<file path="config.mk">
export PLATFORM = sky130hd
export DESIGN_NAME = bcd_text_formatter
export DESIGN_NICKNAME = d
export VERILOG_FILES = /design/src/rtl/bcd_text_formatter.sv
export SDC_FILE = /design/constraint.sdc
export NUM_CORES = 1
export LEC_CHECK = 0
export CAP_MARGIN = 20
export CORE_MARGIN = 2
export CORE_UTILIZATION = 46
export CTS_CLUSTER_SIZE = 8
export DETAILED_ROUTE_END_ITERATION = 16
export PLACE_DENSITY = 0.9
export SLEW_MARGIN = 20
export SYNTH_ARGS = -nofsm -noshare
export SYNTH_HDL_FRONTEND = slang
export SYNTH_SLANG_ARGS = --single-unit
</file>
<file path="constraint.sdc">
create_clock -name i_clk -period 4.55 [get_ports i_clk]
set_clock_uncertainty 0.05 [all_clocks]
set_input_delay 0.91 -clock i_clk [delete_from_list [all_inputs] [get_ports i_clk]]
set_output_delay 0.91 -clock i_clk [all_outputs]
set_load 0.005 [all_outputs]
</file>
<file path="src/rtl/bcd_text_formatter.sv">
// Double-dabble binary-to-BCD converter (one bit per clock) with a registered "COUNT:dddd" ASCII line; done 15 cycles after the start cycle, start ignored unless idle.
// Optional build macro LEADING_ZERO_BLANK_EN blanks leading zero digits in the text line only.
module bcd_text_formatter #(
  parameter int               WIDTH   = 14,
  parameter logic [WIDTH-1:0] MAX_VAL = 14'd9999
) (
  input  logic             i_clk,
  input  logic             i_rst_n,
  input  logic             i_start,
  input  logic [WIDTH-1:0] i_value,
  output logic             o_busy,
  output logic             o_done,
  output logic             o_overflow,
  output logic [3:0]       o_units,
  output logic [3:0]       o_tens,
  output logic [3:0]       o_hundreds,
  output logic [3:0]       o_thousands,
  output logic [127:0]     o_line
);

  localparam int CW = $clog2(WIDTH + 1);

  typedef enum logic [1:0] {S_IDLE, S_SHIFT, S_FORMAT} state_t;

  state_t           r_state;
  logic [WIDTH-1:0] r_bin;
  logic [15:0]      r_bcd;
  logic [CW-1:0]    r_cnt;
  logic             r_ovf_pend;
  logic             r_busy;
  logic             r_done;
  logic             r_overflow;
  logic [15:0]      r_digits;
  logic [127:0]     r_line;

  logic [14:0]      w_bcd_adj;
  logic [15:0]      w_bcd_next;
  logic [7:0]       w_c6, w_c7, w_c8, w_c9;
  logic [127:0]     w_line;

  function automatic logic [7:0] f_ascii(input logic [3:0] d);
    return 8'h30 + {4'h0, d};
  endfunction

  // Top nibble never exceeds 4 before a shift for in-range values, so its carry-out bit is dropped.
  always_comb begin
    w_bcd_adj = r_bcd[14:0];
    for (int i = 0; i < 3; i++) begin
      if (r_bcd[4*i +: 4] >= 4'd5)
        w_bcd_adj[4*i +: 4] = r_bcd[4*i +: 4] + 4'd3;
    end
    if (r_bcd[15:12] >= 4'd5)
      w_bcd_adj[14:12] = r_bcd[14:12] + 3'd3;
  end

  assign w_bcd_next = {w_bcd_adj, r_bin[WIDTH-1]};

  always_comb begin
    w_c6 = f_ascii(w_bcd_next[15:12]);
    w_c7 = f_ascii(w_bcd_next[11:8]);
    w_c8 = f_ascii(w_bcd_next[7:4]);
    w_c9 = f_ascii(w_bcd_next[3:0]);
`ifdef LEADING_ZERO_BLANK_EN
    if (w_bcd_next[15:12] == 4'd0) begin
      w_c6 = 8'h20;
      if (w_bcd_next[11:8] == 4'd0) begin
        w_c7 = 8'h20;
        if (w_bcd_next[7:4] == 4'd0)
          w_c8 = 8'h20;
      end
    end
`endif
  end

  assign w_line = {8'h43, 8'h4F, 8'h55, 8'h4E, 8'h54, 8'h3A,
                   w_c6, w_c7, w_c8, w_c9, {6{8'h20}}};

  // Results are captured on the final shift edge so they appear together with done in FORMAT.
  always_ff @(posedge i_clk or negedge i_rst_n) begin
    if (!i_rst_n) begin
      r_state    <= S_IDLE;
      r_bin      <= '0;
      r_bcd      <= '0;
      r_cnt      <= '0;
      r_ovf_pend <= 1'b0;
      r_busy     <= 1'b0;
      r_done     <= 1'b0;
      r_overflow <= 1'b0;
      r_digits   <= '0;
      r_line     <= {16{8'h20}};
    end else begin
      r_done <= 1'b0;
      case (r_state)
        S_IDLE: begin
          if (i_start) begin
            if (i_value > MAX_VAL) begin
              r_bin      <= MAX_VAL;
              r_ovf_pend <= 1'b1;
            end else begin
              r_bin      <= i_value;
              r_ovf_pend <= 1'b0;
            end
            r_bcd   <= '0;
            r_cnt   <= CW'(WIDTH);
            r_busy  <= 1'b1;
            r_state <= S_SHIFT;
          end
        end
        S_SHIFT: begin
          r_bcd <= w_bcd_next;
          r_bin <= {r_bin[WIDTH-2:0], 1'b0};
          r_cnt <= r_cnt - CW'(1);
          if (r_cnt == CW'(1)) begin
            r_digits   <= w_bcd_next;
            r_line     <= w_line;
            r_overflow <= r_ovf_pend;
            r_done     <= 1'b1;
            r_state    <= S_FORMAT;
          end
        end
        S_FORMAT: begin
          r_busy  <= 1'b0;
          r_state <= S_IDLE;
        end
        default: begin
          r_busy  <= 1'b0;
          r_state <= S_IDLE;
        end
      endcase
    end
  end

  assign o_busy      = r_busy;
  assign o_done      = r_done;
  assign o_overflow  = r_overflow;
  assign o_thousands = r_digits[15:12];
  assign o_hundreds  = r_digits[11:8];
  assign o_tens      = r_digits[7:4];
  assign o_units     = r_digits[3:0];
  assign o_line      = r_line;

endmodule
</file>
After elaboration in Yosys (flattened, before gate mapping):

Index checks and enable logic that the tools add are counted.

* word-level logic and storage cells: 55
* input port bits: 17
* bits in registers: 115

* add/sub/neg operators: 9
* bitwise operators: 1
* $lt $le $gt $ge: 5
* reduce and logical (&&, ||, !) cells: 7
* mux-type cells: 19
* equal/unequal tests: 4

Operator list (count)
* 16-bit case mux with 2 select lines: 1
* 6-bit by 4-bit adder with 7-bit output, first input constant: 4
* 14-bit two-way mux: 2
* 14-bit case mux with 2 select lines: 1
* 4-bit by 3-bit greater-or-equal comparator with 1-bit output, second input constant: 4
* 16-bit two-way mux: 1
* 4-bit two-way mux: 4
* 14-bit > comparator, second input constant: 1
* 4-bit by 2-bit adder with 4-bit output, second input constant: 3
* 2-bit AND reduction: 5
* 4-bit case mux with 2 select lines: 1
* 4-bit by 1-bit equality test with 1-bit output, second input constant: 1
* 1-bit two-way mux: 4
* 2-bit two-way mux: 2
* 2-bit != test, second input constant: 2
* 2-bit case mux with 2 select lines: 1
* 4-bit by 1-bit subtractor with 4-bit output, second input constant: 1
* 3-bit by 2-bit adder with 3-bit output, second input constant: 1
* 3-bit two-way mux: 1
* 2-bit by 1-bit equality test with 1-bit output, second input constant: 1
* 2-bit zero test: 1
* 1-bit case mux with 2 select lines: 1
* 2-bit nonzero test: 1
* 1-bit NOT: 1

Longest topological paths before layout:

* depth in word-level cells: 4
* gate-level depth with buffers: 7
* depth with buffers taken out: 7

Least setup slack after synthesis:

Ideal clock, no wire load.

* path type: in2reg
* from: input port i_value[6]
* to: register r_ovf_pend
* arrival time: 1.814 ns
* path slack: 2.567 ns
* setup time: 0.119 ns
* data required time: 4.381 ns
* stages on the path: 4
* cell sequence: or4_1 a21oi_2 nand2_1 o21a_1

* longest elaborated chain between the ends: 2

Ends and longest elaborated chain
* start, declared: RTL line 10 `input logic [WIDTH-1:0] i_value,`
* 14-bit > comparator: RTL line 96 `if (i_value > MAX_VAL) begin`
* 1-bit two-way mux: RTL line 96
* end signal, assigned: RTL line 85 `r_ovf_pend <= 1'b0;`
* end signal, assigned: RTL line 98 `r_ovf_pend <= 1'b1;`
* end signal, assigned: RTL line 101 `r_ovf_pend <= 1'b0;`
* end, declared: RTL line 29 `logic r_ovf_pend;`

Every way passes these cells.
A chain may end at the register's enable or synchronous reset.

==> impl_metrics.env <==
export IMPL_cts_buffers=9
export IMPL_yosys_top_cells_area="dfrtp_1, buf_4, nand2_1"
export IMPL_cts_htree_levels=3
export IMPL_ys_warn_count=0
export IMPL_grt_pass1_vias=2171
export IMPL_drtPass1Iterations=5
export IMPL_p_per_area_nw_per_um2=609.5
export IMPL_setup_viol=0
export IMPL_relSlewSlack_pct=46.58
export IMPL_critPathTopFamily="flip-flops"
export IMPL_min_to="r_bin[11]"
export IMPL_synth_top_area_cell="dfrtp_1"
export IMPL_critPathMaxStageDelay_ps=770
export IMPL_hold_buffers=0
export IMPL_synth_edf_count=0
export IMPL_drive_gt1_share_pct=6.760
export IMPL_min_from="r_bin[10]"
export IMPL_path_class="reg2out"
export IMPL_nFillCells=688
export IMPL_routed_wl_um=6444
export IMPL_cts_tree="done"
export IMPL_r2r_end="r_bcd[15]"
export IMPL_post_cts_setup_buffers=0
export IMPL_clkTransAtPathRegs_ps=70
export IMPL_syn_area_per_cell_um2=9.376
export IMPL_max_cap_violations=0
export IMPL_ys_seq_area_share_pct=39.83
export IMPL_timing_rr_start="r_state[0]"
export IMPL_hold_class="reg2reg"
export IMPL_cts_resized=0
export IMPL_yosys_most_used_dff="dfrtp_1"
export IMPL_crit_path_top_delay_cell="dfrtp_1"
export IMPL_layout_area_seq_um2=1453
export IMPL_crit_chain="clkdlybuf4s50_1"
export IMPL_min_period_ps=2692
export IMPL_die_h_um=93.05
export IMPL_drt_initial_drc_count=135
export IMPL_worstSetupEndpointType="output pin"
export IMPL_n_antenna_cell=0
export IMPL_worstSetupStartpointType="flop"
export IMPL_io_buffers=82
export IMPL_leakage_nw=1.883
export IMPL_critPathMaxFanout=27
export IMPL_synth_cell_types=36
export IMPL_slew_viol_final=0
export IMPL_yosys_top_cells_count="buf_4, dfrtp_1, nand2_1"
export IMPL_gp_congestion=0.8125
export IMPL_cp_required_ps=3590
export IMPL_dp_hpwl_um=4662
export IMPL_dr_total_vias=2478
export IMPL_grt_pass1_wl_um=10040
export IMPL_outcome="finished, final reports clean"
export IMPL_hold_viol=0
export IMPL_path_buf_inv=1
export IMPL_multi_input_comb_area_um2=1403
export IMPL_fin_crit_sh_pct=59.17
export IMPL_die_x_um=93.05
export IMPL_synth_async_reset_ratio_pct=100.0
export IMPL_reg2reg_depth=4
export IMPL_tns_ps=0
export IMPL_r2r_slack_ps=2320
export IMPL_syn2layout_area_growth_pct=11.32
export IMPL_cts_root_buf="clkbuf_8"
export IMPL_syn_area_um2=3647
export IMPL_worstPathArrival_ps=1730
export IMPL_wire_per_inst_um=12.14
export IMPL_io_pin_count=164
export IMPL_grt_overflow=0
export IMPL_synthDominantCellAreaShare_pct=39.11
export IMPL_fin_cells=531
export IMPL_design_die_area_um2=8657
export IMPL_ir_drop_v=0.0002971
export IMPL_postRouteAntennaNets=0
export IMPL_final_nets=451
export IMPL_grt_antenna_before_repair=0
export IMPL_tightest_slew_ps=801.3
export IMPL_drc=0
export IMPL_initial_core_util_pct=47.44
export IMPL_row_count=32
export IMPL_clock_latency_ps=330
export IMPL_fmax_mhz=371.5
export IMPL_syn_inst=389
export IMPL_viasPerCell=4.667
export IMPL_coreArea_um2=7687
export IMPL_placed_cells=515
export IMPL_synth_most_common_cell="buf_4"
export IMPL_grt_max_degree=59
export IMPL_rsz0062_at_grt="no"
export IMPL_clk_path_buf_depth=2
export IMPL_holdPathStages=2
export IMPL_grt_usage_pct=14.59
export IMPL_clkSinkCount=58
export IMPL_ys_seq_elements=58
routing by layer:
| layer | track usage (%) | up-vias | share of wire, % |
|---|---|---|---|
| met3 | 5.238 | 8 | 9.2 |
| met2 | 24.94 | 136 | 50 |
| li1 | - | 1165 | - |
| met5 | 0 | - | 0 |
| met1 | 17.65 | 1169 | 40 |
| met4 | 3.431 | 0 | 0.93 |
how the worst max path moves through the flow:
stage	cells past startpoint	slack, ps	to	start
CTS	1	1780	o_line[104]	o_line[121]
finish	1	1860	o_line[52]	o_line[121]
global route	1	1680	o_line[92]	o_line[121]
floorplan	4	2570	r_ovf_pend	i_value[6]
global placement	5	1770	r_bcd[3]	i_start
detailed placement	5	1670	r_bcd[11]	i_start
state kept, by name (all words and copies together) (netlist names), 2 cells and up:
name      count
o_line        3
r_bcd        16
r_bin        14
r_cnt         4
r_digits     15
r_state       2
cells in the final DEF (no fill, tap or decap), drive strengths merged, types with 5 or more instances in the layout:
cell	count
nor3	7
o31ai	7
nor3b	10
dfrtp	57
inv	17
o21ai	27
clkbuf	14
ha	10
nand2b	7
xnor2	5
o22ai	10
nand2	37
clkdlybuf4s50	81
a21oi	19
conb	81
mux2	6
nor2	8
kinds of logic (layout without fill, tap and decap cells):
family	after synthesis	count (layout)	synth area share (%)
buffers and inverters	156	117	29.85
AOI/OAI and AO/OA	77	77	13.04
and+or+nand+nor	75	75	10.60
DFF	58	58	39.83
adders and majority gates	10	10	3.431
muxes	6	6	1.852
xor gates and xnor gates	5	5	1.201
other	2	81	0.2059
area by class of cell:
type	instances	share of cell area, %
clock buffer	14	4.253
clock inverter	2	0.2465
inverter	17	1.572
multi-input combinational	254	34.55
sequential	58	35.78
tap	102	3.143
timing repair buffer	84	20.46
metrics by stage:
| step | util (%) | total power (W) | setup WS, ps | instance area [µm²] | hold slack (ps) |
|---|---|---|---|---|---|
| after floorplan | - | 0.001719 | 2567 | 3944 | 388.8 |
| after global placement | 50.44 | 0.001973 | 1769 | 3877 | 409.7 |
| after detailed placement | 50.44 | 0.002050 | 1674 | 3877 | 415.8 |
| after CTS | 52.82 | 0.002493 | 1782 | 4060 | 432.5 |
| after global routing | 52.82 | 0.002670 | 1680 | 4060 | 462.8 |
| final | 52.82 | 0.002474 | 1858 | 4060 | 431.5 |
power breakdown:
part	total (W)	internal, W	switching [W]
sequential	0.000935	0.000747	0.000188
clock	0.000433	0.000241	0.000192
combinational	0.00111	0.000581	0.000524
total	0.00247	0.00157	0.000905
Power figures use the tool's default switching activity.
==> RTL edit, RTL diff (config.mk and constraints unchanged) <==
Put a register stage on the outputs `o_units`, `o_tens`, `o_hundreds` and `o_thousands`, without a reset. The values now appear one clock later. The other outputs are not delayed to match.
--- a/src/rtl/bcd_text_formatter.sv
+++ b/src/rtl/bcd_text_formatter.sv
@@ -135,6 +135,8 @@
   assign o_overflow  = r_overflow;
-  assign o_thousands = r_digits[15:12];
-  assign o_hundreds  = r_digits[11:8];
-  assign o_tens      = r_digits[7:4];
-  assign o_units     = r_digits[3:0];
+  always_ff @(posedge i_clk) begin
+    o_units     <= r_digits[3:0];
+    o_tens      <= r_digits[7:4];
+    o_hundreds  <= r_digits[11:8];
+    o_thousands <= r_digits[15:12];
+  end
   assign o_line      = r_line;
Formal check against the unedited RTL: same outputs for any inputs over 10 cycles, from zero or initial values and one cycle with i_rst_n low; that may be too few to reach the edited logic, so the function may still have changed.
==> RTL edit against the unedited design <==
  * Non-clock buffer count unchanged
  * Sequential cell count up 16
  * Routed wire length grew 0.90%
  * Worst hold slack got worse by 95 ps
  * Highest routed layer unchanged
  * Worst setup slack gained 5.6 ps
  * First-iteration DRC count is 22% higher
  * Largest power group unchanged
  * Register-to-register slack got worse by 230 ps
  * Count of clock-buffer cells in the layout shrank 3
  * Area after synthesis increased by 4.4%
  * Design area is 8.0% higher
  * Total power rose by 24%
==> RTL edit: results (changes against the unedited design) <==
| Metric | Value |
|---|---|
| Total setup buffers inserted after CTS | `0 (unchanged)` |
| RD Place Congestion | `0.810 (was 0.813)` |
| Post-CTS sizing | `0 (unchanged)` |
| Async S/R FF share, synth | `78.4% (was 100%)` |
| Max incr delay on CP | `750 ps (was 770 ps)` |
| Worst path arrival time | `1730 ps (about the same)` |
| First-pass GRT wire length | `10400 um (was 10000 um)` |
| Largest net degree at the start of global routing | `59 (unchanged)` |
| Via count | `2496 (was 2478)` |
| Detailed placement HPWL | `4630 um (was 4660 um)` |
| Port buffer count | `82 (unchanged)` |
| Min-delay worst type | `flop to flop (unchanged)` |
| Min-delay src | `r_digits[8] (was r_bin[10])` |
| Crit Path Max Fanout | `27 (unchanged)` |
| Post-synthesis sequential area ratio | `46.6% (was 39.8%)` |
| CTS H-tree depth | `3 (unchanged)` |
| Leak Pwr | `2.05 nW (was 1.88 nW)` |
| Pre-antenna DRT Iters | `4 (was 5)` |
| Inst Count DP | `524 (was 515)` |
| Total track usage | `15.1% (was 14.6%)` |
| Crit path max-delay family | `flip-flops (unchanged)` |
| N_diodes | `0 (unchanged)` |
| Max VDD drop | `220 uV (was 297 uV)` |
| Regs by FF count | `r_bcd (16), r_digits (15), r_bin (14) (unchanged)` |
| Syn Inst Count | `376 (was 389)` |
| Distinct cells, synth | `43 (was 36)` |
| Status | `completed (unchanged)` |
| Clock Latency Late Sink | `350 ps (was 330 ps)` |
| Synth cell count leaders | `110 x buf_4, 57 x dfrtp_1, 24 x nand2_1 (was 128 x buf_4, 57 x dfrtp_1, 36 x nand2_1)` |
| Pre-CTS setup slack | `1920 ps (was 1670 ps)` |
| Clock tree buffer depth | `2 (unchanged)` |
| CTS root buf | `clkbuf_8 (unchanged)` |
| Filler-free cell count of the finished design | `540 (was 531)` |
| Ys Warns | `0 (unchanged)` |
| Clock transition at the registers of the reported paths | `approximately 80 ps` |
| Layout cells sized above 1 | `7.13% (was 6.76%)` |
| Reg2reg start | `r_state[0] (unchanged)` |
| Fin nets | `457 (was 451)` |
| WL/cell | `12.0 um (was 12.1 um)` |
| 1st-iter DRT viols | `165 (was 135)` |
| Vias in the first global route | `2258 (was 2171)` |
| Slew @ Worst Pin | `986 ps (was 801 ps)` |
| Synth area leaders | `dfrtp_1 37%, buf_4 22%, dfxtp_1 8.4%, ha_1 3.3%, nand2_1 2.4% (was dfrtp_1 39%, buf_4 26%, nand2_1 3.7%, ha_1 3.4%, o21ai_0 2.9%)` |
| Cell at the slowest stage of the critical path | `dfrtp_1 (unchanged)` |
| CP startpoint | `o_line[121] (unchanged)` |
| Clock buffer count from CTS | `9 (unchanged)` |
| Initial antenna violation count | `0 (unchanged)` |
[RTL edit: final timing paths]
check | to | slack [ps] | cells after the start
worst max-delay path | o_line[115] | 1860 | 1
worst min-delay path | o_hundreds[0] | 340 | 0
worst max register to register | r_digits[9] | 2090 | 4
worst min register to register | o_hundreds[0] | 340 | 0
max in group asynchronous | r_digits[14] | 3320 | 2
min in group asynchronous | r_digits[0] | 650 | 2
[RTL edit: area by class of cell]
| class | instances | area [um^2] |
|---|---|---|
| Multi-Input combinational cell | 243 | 1380 |
| Clock inverter | 5 | 53.8 |
| Timing Repair Buffer | 84 | 831 |
| Tap cell | 105 | 131 |
| Fill cell | 706 | 3750 |
| Inverter | 18 | 70.1 |
| Sequential cell | 74 | 1770 |
| Clock buffer | 11 | 141 |
[RTL edit: power breakdown]
part           total (W)  internal (W)  switching [W]
registers        0.00117      0.000947       0.000221
clock network   0.000503      0.000266       0.000237
logic            0.00139      0.000786       0.000607
total            0.00306       0.00200        0.00107
[RTL edit: cells by family after synthesis]
kind of cell,Yosys count,share of synthesized area [%]
buf+inv,138,24.9
mux,8,2.37
flops,74,46.6
fa+ha+maj,10,3.29
xor+xnor,4,0.920
compound gates,77,12.9
other cells,2,0.197
simple gates,63,8.77
[RTL edit: metal layers]
metal,track usage [%],part of all wire (%),routed length [um],vias up
met4,6.52,1.7,112,0
li1,-,-,-,1181
met1,18.7,42,2760,1176
met5,0,0,0,-
met2,25.2,48,3130,129
met3,3.75,7.8,505,10
[RTL edit: metrics by stage]
stage	hold slack [ps]	area [um^2]	util (%)	power (W)
after floorplan	333	4100	-	0.00211
after global placement	328	4190	51.5	0.00249
after detailed placement	331	4190	51.5	0.00258
after CTS	344	4380	53.9	0.00309
after global routing	356	4380	53.9	0.00331
final	336	4380	53.9	0.00306
